[config.mk]
export PLATFORM = sky130hd
export DESIGN_NAME = seven_segment_scanner
export DESIGN_NICKNAME = d
export VERILOG_FILES = /design/src/rtl/seven_seg_pkg.sv /design/src/rtl/seven_segment_scanner.sv
export SDC_FILE = /design/constraint.sdc
export NUM_CORES = 1
export LEC_CHECK = 0
export ABC_CLOCK_PERIOD_IN_PS = 2200
export CORE_UTILIZATION = 40
export CTS_CLUSTER_DIAMETER = 150
export DETAILED_ROUTE_END_ITERATION = 6
export DONT_BUFFER_PORTS = 1
export PLACE_DENSITY = 0.55
export SYNTH_ARGS = -nofsm -noshare
export SYNTH_HDL_FRONTEND = slang
export SYNTH_SLANG_ARGS = --single-unit
[constraint.sdc]
create_clock -name clk -period 2.2 [get_ports clk]
set_input_delay 0.11 -clock clk [delete_from_list [all_inputs] [get_ports clk]]
set_output_delay 0.11 -clock clk [all_outputs]
set_load 0.03 [all_outputs]
[src/rtl/seven_seg_pkg.sv]
// Shared constants for the seven-segment display path (hgfedcba, 0 = lit)
// and the counter-width helper used by the scanner.
package seven_seg_pkg;

   localparam logic [7:0] SEG_BLANK   = 8'hFF;
   localparam logic [7:0] GLYPH_C     = 8'b1100_0110;
   localparam logic [7:0] GLYPH_H     = 8'b1000_1011;
   localparam logic [7:0] GLYPH_I     = 8'b1100_1111;
   localparam logic [7:0] GLYPH_P     = 8'b1000_1100;
   localparam logic [7:0] GLYPH_BLANK = SEG_BLANK;

   // Bits needed to count 0..n-1; never below 1 so degenerate sizes still elaborate.
   function automatic int cnt_width(input int n);
      return (n <= 2) ? 1 : $clog2(n);
   endfunction

endpackage

[src/rtl/seven_segment_scanner.sv]
// Time-multiplexed seven-segment driver: snapshots a frame of segment codes,
// scans one digit per slot with leading blanking and 16-level PWM brightness.
module seven_segment_scanner
   import seven_seg_pkg::*;
#(
   parameter int N_DIGITS         = 6,
   parameter int DIGIT_PERIOD     = 4096,
   parameter int BLANK_CYCLES     = 64,
   parameter int SEG_ACTIVE_LOW   = 1,
   parameter int DIGIT_ACTIVE_LOW = 1
) (
   input  logic                  clk,
   input  logic                  reset_n,
   input  logic [N_DIGITS*8-1:0] segs_in,
   input  logic                  enable,
   input  logic [3:0]            brightness,
   output logic [7:0]            seg,
   output logic [N_DIGITS-1:0]   digit_sel,
   output logic                  frame_start
);

   localparam int CW = cnt_width(DIGIT_PERIOD);
   localparam int IW = cnt_width(N_DIGITS);

   localparam logic [CW-1:0]       C_BLANK  = CW'(BLANK_CYCLES);
   localparam logic [CW-1:0]       C_LAST   = CW'(DIGIT_PERIOD - 1);
   localparam logic [IW-1:0]       IDX_LAST = IW'(N_DIGITS - 1);
   localparam logic [7:0]          SEG_OFF  = (SEG_ACTIVE_LOW != 0) ? SEG_BLANK : ~SEG_BLANK;
   localparam logic [N_DIGITS-1:0] DSEL_OFF = (DIGIT_ACTIVE_LOW != 0) ? '1 : '0;

   logic [CW-1:0]         c;
   logic [IW-1:0]         idx;
   logic [N_DIGITS*8-1:0] snap;
   logic [3:0]            bq;

   logic                  capture;
   logic                  drive;
   logic [7:0]            seg_next;
   logic [N_DIGITS-1:0]   sel_next;

   // seg_next/sel_next are in the internal 0-lit / 1-selected sense;
   // polarity is applied only when loading the output registers.
   always_comb begin
      capture  = enable && (c == '0) && (idx == '0);
      drive    = enable && (c >= C_BLANK) && (c[3:0] <= bq);
      seg_next = SEG_BLANK;
      sel_next = '0;
      if (drive) begin
         for (int i = 0; i < N_DIGITS; i++) begin
            if (idx == IW'(i)) begin
               seg_next    = snap[i*8 +: 8];
               sel_next[i] = 1'b1;
            end
         end
      end
   end

   always_ff @(posedge clk or negedge reset_n) begin
      if (!reset_n) begin
         c           <= '0;
         idx         <= '0;
         bq          <= '0;
         snap        <= {N_DIGITS{SEG_BLANK}};
         seg         <= SEG_OFF;
         digit_sel   <= DSEL_OFF;
         frame_start <= 1'b0;
      end else if (!enable) begin
         c           <= '0;
         idx         <= '0;
         bq          <= '0;
         seg         <= SEG_OFF;
         digit_sel   <= DSEL_OFF;
         frame_start <= 1'b0;
      end else begin
         // DIGIT_PERIOD is a power of two, so c wraps to 0 on its own.
         c <= c + CW'(1);
         if (c == C_LAST) begin
            idx <= (idx == IDX_LAST) ? '0 : idx + IW'(1);
         end
         if (c == '0) begin
            bq <= brightness;
         end
         if (capture) begin
            snap <= segs_in;
         end
         frame_start <= capture;
         seg         <= (SEG_ACTIVE_LOW != 0) ? seg_next : ~seg_next;
         digit_sel   <= (DIGIT_ACTIVE_LOW != 0) ? ~sel_next : sel_next;
      end
   end

endmodule

==> flow_summary.yaml, run 1 <==
floorplan:
  die_area_sq_mm: 0.0100
  fp.dieH_um: 100
  start_util_pct: 41.5
  std_cell_rows: 35
  io_pins: 70
  die_w_um: 100
  core-area_sq_mm: 0.00928
placed_design:
  place.gp.congestion: 0.746
  port_buffers: 0
  dp_hpwl_um: 5390
  post-place-ws_ns: 0.209
layout:
  fillerInstances: 814
  fin_util_pct: 52.1
  area_delta_synth_final_pct: 25.3
  fin_nets: 422
  final_common_cell: "dfstp_2"
  n_antenna_cell: 0
  most-common-layout-cells: "62 x dfstp_2, 54 x dlygate4sd3_1, 36 x mux2_2"
  drive_gt1_share_pct: 41.4
logic_synthesis:
  synthCells: 299
  ys_ff_latch: 82
  synth_top_area_share_pct: 42.2
  synthDistinctLibCells: 38
  yosysSeqAreaShare_pct: 55.2
  syn_avg_cell_area_sq_um: 12.9
  ys_top_cells_by_area: "dfstp_2 42%, dfrtp_1 13%, mux2_2 11%, mux2_4 7.8%, nand3_1 2.9%"
  synth_fp_nets: 361
  yosys_warnings: 0
  synth_area_sq_mm: 0.00386
  yosysTopAreaCell: "dfstp_2"
global_route:
  grt_usage_pct: 17.5
  first_global_vias: 2606
  grt_max_degree: 83
  overflow: 0
  antenna_found_initial: 0
  grt_pass1_wl_um: 13200
critical_path:
  cp-endpoint: "seg[3]$_DFF_PN1_"
  crit_type: "flop to flop"
  worstPathCellList: "and2_1 -> ha_2 -> or4b_1 -> o22ai_1 -> o22a_1 -> nand3_1"
  rrSetupSlack_ns: 0.18
  startpoint: "idx[0]$_DFFE_PN0P_"
  crit_arrival_ns: 2.26
  critPathLaunchType: "flop"
  crit_path_top_delay_cell: "or4b_1"
  path_buf_inv: 0
  path_depth: 6
  r2r-start: "idx[0]$_DFFE_PN0P_"
  endpoint_kind: "flop"
  cp_max_fo: 8
  r2r-end: "seg[3]$_DFF_PN1_"
  cp_top_family: "simple AND/OR/NAND/NOR gates"
  slowest_delay_ns: 0.63
  required_ns: 2.44
  rr_worst_depth: 6
detailed_routing:
  post-route-drc-count: 0
  drt_iter0_drc: 97
  viasPerCell: 5.09
  wirelength_um: 8230
  drt_first_pass_iters: 4
  routedWlPerCell_um: 16.7
  drtAntennaViolNets: 0
  num_vias: 2515
timing:
  fin_setup_tns_ns: 0
  period_minus_slack_ns: 2.02
  slew_viol_final: 0
  worst_slew_pin_slew_ns: 1.06
  finalHoldViolCount: 0
  whs_ns: 0.0974
  slew_headroom_pct: 29.1
  max_freq_mhz: 494
  fin_ws_ns: 0.175
  skew_ns: 0.0102
  rsz0062_at_grt: "false"
  fin_crit_sh_pct: 92.0
  setup_viol: 0
power:
  p_leak_uw: 0.00194
  peakVddDrop_v: 0.000543
  p_total_uw: 4100
  p_per_area_mw_per_mm2: 849
run:
  maxCapViolations: 0
clock_network:
  root_buffer: "clkbuf_8"
  cts.path.max_buffers: 2
  insertion_delay_ns: 0.35
  tritoncts: "yes"
  clock-sinks: 82
  numCtsBuffers: 9
  path_clk_slew_ns: 0.09
  cts_max_level: 3
run_status:
  status: "completed"
hold_path:
  hp-class: "primary input to flop"
cells in the mapped netlist:
library cell and n:
nand3_1 22, inv_1 9, dfrtp_1 20, or4b_1 1
nor2_1 12, o21ai_0 13, o22ai_1 8, and2_1 3
buf_4 1, a21oi_1 8, ha_1 7, a41oi_1 1
xnor2_1 5, buf_6 3, a21bo_2 1, nor4_2 1
and4_4 1, nor2b_1 3, mux2_2 36, nand2_1 12
and4_1 1, xor2_1 2, dfstp_2 62, clkbuf_1 7
o22a_1 8, mux2i_1 9, buf_2 4, nor3_1 4
mux2_4 20, nand3_2 1, nor4_4 1, nor3b_1 1
or3_1 5, nor4_1 1, nand2b_1 1, nand4_1 3
a32o_1 1, and3_1 1
cell families (layout without fill, tap and decap cells):
family,after synthesis,in the layout,synth area share (%)
flip-flops,82,82,55.2
AND/OR/NAND/NOR,74,74,10.6
XOR/XNOR,7,7,1.59
AO/OA/AOI/OAI,40,40,6.58
multiplexers,65,65,20.6
buffers and inverters,24,90,3.15
adder cells (fa/ha/maj),7,7,2.27
worst register-to-register path, cell delays in order, from the launching register on:
cell and delay, ns:
dfrtp_1 0.39, and2_1 0.16, ha_2 0.19, or4b_1 0.63, o22ai_1 0.30, o22a_1 0.17
nand3_1 0.08
power breakdown:
group	switching, uW	leakage (uW)	internal, uW
registers	132	0.000925	1910
clock network	572	0.000125	744
logic	289	0.000892	457
final cells by class:
class | instances | area (sq um) | share of cell area, %
clock buffers | 11 | 163 | 3.36
well taps | 129 | 161 | 3.34
clock inverters | 5 | 82.6 | 1.71
repair buffers | 65 | 656 | 13.6
flip-flops and latches | 82 | 2130 | 44.0
multi-input cells | 193 | 1610 | 33.3
inverters | 9 | 33.8 | 0.699
stage by stage:
stage	std cells	area, sq um
after global placement	423	4020
final	494	4830
after floorplan	299	3890
after global routing	494	4830
after CTS	494	4830
after detailed placement	423	4020
how the worst min path moves through the flow:
stage	end	cells past startpoint	slack, ns	from
after CTS	frame_start$_DFF_PN0_	2	0.08	enable
after global routing	frame_start$_DFF_PN0_	2	0.11	enable
after floorplan	bq[0]$_DFFE_PN0P_	0	-0.19	reset_n
after detailed placement	bq[3]$_DFFE_PN0P_	0	-0.18	reset_n
after global placement	c[2]$_DFF_PN0_	0	-0.18	reset_n
final	frame_start$_DFF_PN0_	2	0.1	enable
registers in the layout (all words and copies together) (netlist names):
register     count
snap            48
idx              3
digit_sel        6
bq               4
seg              8
c               12
frame_start      1
repair_timing:
action                                 4_1_cts  5_1_grt
endpoints found under the hold margin      135        0
gates resized for setup                      0        0
setup buffers                                0        0
hold buffers                                55        0
routing by layer:
layer,share of wire (%),track usage [%]
met5,0,0
met4,1.7,7.02
met3,4.8,4.18
met2,47,27.8
met1,46,23.2
(Power assumes the default switching activity.)
==> run 2: changes to the inputs <==
PLACE_DENSITY = unset   (was 0.55)
PLACE_DENSITY_LB_ADDON = 0.05   (was unset)
==> flow_summary.yaml, run 2 (synthesized netlist as in run 1, its figures left out) <==
critical_path:
  r2r-end: "snap[36]$_DFFE_PN1P_"
  startpoint: "c[0]$_DFF_PN0_"
  endpoint_kind: "flop"
  crit_type: "flop to flop"
  rr_worst_depth: 7
  crit_arrival_ns: 2.22
  r2r-start: "c[0]$_DFF_PN0_"
  critPathLaunchType: "flop"
  rrSetupSlack_ns: 0.26
  cp_max_fo: 48
  required_ns: 2.48
  cp-endpoint: "snap[36]$_DFFE_PN1P_"
placed_design:
  place_area_sq_mm: 0.00400
  dp_hpwl_um: 5300
  port_buffers: 0
  place.gp.congestion: 0.738
floorplan:
  std_cell_rows: 35
  start_util_pct: 41.5
  core-area_sq_mm: 0.00928
  io_pins: 70
  die_area_sq_mm: 0.0100
  fp.dieH_um: 100
  die_w_um: 100
power:
  p_per_area_mw_per_mm2: 829
  p_int_uw: 3010
  netSwitchingPower_uw: 974
  seqPwrFrac_pct: 51.5
  peakVddDrop_v: 0.000411
  swShare_pct: 24.5
  combPwrFrac_pct: 18.4
  pwr-share-clk_pct: 30.1
  p_leak_uw: 0.00192
global_route:
  grt_usage_pct: 17.5
  antenna_found_initial: 0
  grt-busiest-layer: "met2"
  first_global_vias: 2535
  use_met1_pct: 23.9
  grt_pass1_wl_um: 13100
  grt_max_degree: 83
  overflow: 0
  grtUsageMet2_pct: 25.9
  met3_usage_pct: 5.99
detailed_routing:
  drt_first_pass_iters: 4
  drtAntennaViolNets: 0
  num_vias: 2519
  routedWlPerCell_um: 17.0
  wirelength_um: 8330
  viasPerCell: 5.13
  post-route-drc-count: 0
  drt_iter0_drc: 60
layout:
  top_register: "snap"
  final_common_cell: "dfstp_2"
  fillerInstances: 833
  drive_gt1_share_pct: 41.4
  biggestRegsByFlops: "snap (48), c (12), seg (8)"
  fin_nets: 419
  largest_register_ffs: 48
  area_delta_synth_final_pct: 24.5
  fin_area_sq_mm: 0.00480
  n_antenna_cell: 0
  most-common-layout-cells: "62 x dfstp_2, 54 x dlygate4sd3_1, 36 x mux2_2"
clock_network:
  root_buffer: "clkbuf_8"
  cts.path.max_buffers: 2
  clock-sinks: 82
  path_clk_slew_ns: 0.08
  tritoncts: "yes"
  numCtsBuffers: 9
  insertion_delay_ns: 0.36
  cts_max_level: 3
  post_cts_buffers: 0
timing:
  max_freq_mhz: 517
  slew_headroom_pct: 39.9
  worst_slew_pin_slew_ns: 0.902
  skew_ns: 0.0146
  rsz0062_at_grt: "false"
  fin_crit_sh_pct: 88.0
  period_minus_slack_ns: 1.94
  finalHoldViolCount: 0
  slew_viol_final: 0
  fin_setup_tns_ns: 0
  setup_viol: 0
run:
  maxCapViolations: 0
hold_path:
  hp-class: "primary input to flop"
  min_from: "enable"
run_status:
  status: "completed"
-- run 2: worst min-delay path by stage --
stage | endpoint | slack, ns | cells past startpoint
3_3_place_gp | bq[2]$_DFFE_PN0P_ | -0.18 | 0
2_1_floorplan | bq[0]$_DFFE_PN0P_ | -0.19 | 0
5_1_grt | frame_start$_DFF_PN0_ | 0.08 | 2
3_5_place_dp | bq[0]$_DFFE_PN0P_ | -0.18 | 0
4_1_cts | frame_start$_DFF_PN0_ | 0.08 | 2
6_report | frame_start$_DFF_PN0_ | 0.09 | 2
-- run 2: per-stage QoR --
step                hold WS, ns  utilization (%)  setup WS, ns  instances  power [uW]
floorplan                -0.186                -        0.0187        299        2540
global placement         -0.183             43.1         0.110        420        2670
detailed placement       -0.182             43.1        0.0913        420        2690
CTS                      0.0784             51.5        0.0862        491        4030
global route             0.0834             51.7         0.101        491        4190
finish                   0.0929             51.7         0.264        491        3980
-- run 2: layout make-up --
type	instances	area (sq um)	area share (%)
Timing Repair Buffer	62	633	13.2
Multi-Input combinational cell	193	1630	33.9
Clock buffer	10	128	2.66
Sequential cell	82	2130	44.4
Inverter	9	33.8	0.704
Clock inverter	6	90.1	1.88
Tap cell	129	161	3.36
-- run 2: repair_timing --
| action | in CTS | in global routing |
|---|---|---|
| endpoints found under the setup margin | 0 | 8 |
| resized for setup | 0 | 3 |
| endpoints found under the hold margin | 135 | 0 |
| hold buffers | 55 | 0 |
-- run 2: critical path, stage by stage (launching register included) --
cell and delay (ns):
dfrtp_1 0.42, inv_1 0.10, ha_1 0.15, nor2b_1 0.20
and4_4 0.29, nand3_2 0.10, buf_12 0.22, mux2_4 0.34
-- run 2: power by group through the flow --
stage	registers, uW	logic (uW)	clock network (uW)
after detailed placement	2070	623	0
after global placement	2060	609	0
after floorplan	2020	526	0
final	2050	733	1200
after CTS	2050	740	1240
after global routing	2080	800	1300
-- run 2: layer usage --
| layer | part of all wire (%) | vias to the layer above | wire length, um |
|---|---|---|---|
| met4 | 1.2 | 0 | 100 |
| met1 | 48 | 1255 | 3990 |
| met2 | 44 | 65 | 3700 |
| met5 | 0 | - | 0 |
| li1 | - | 1188 | - |
| met3 | 6.5 | 11 | 541 |
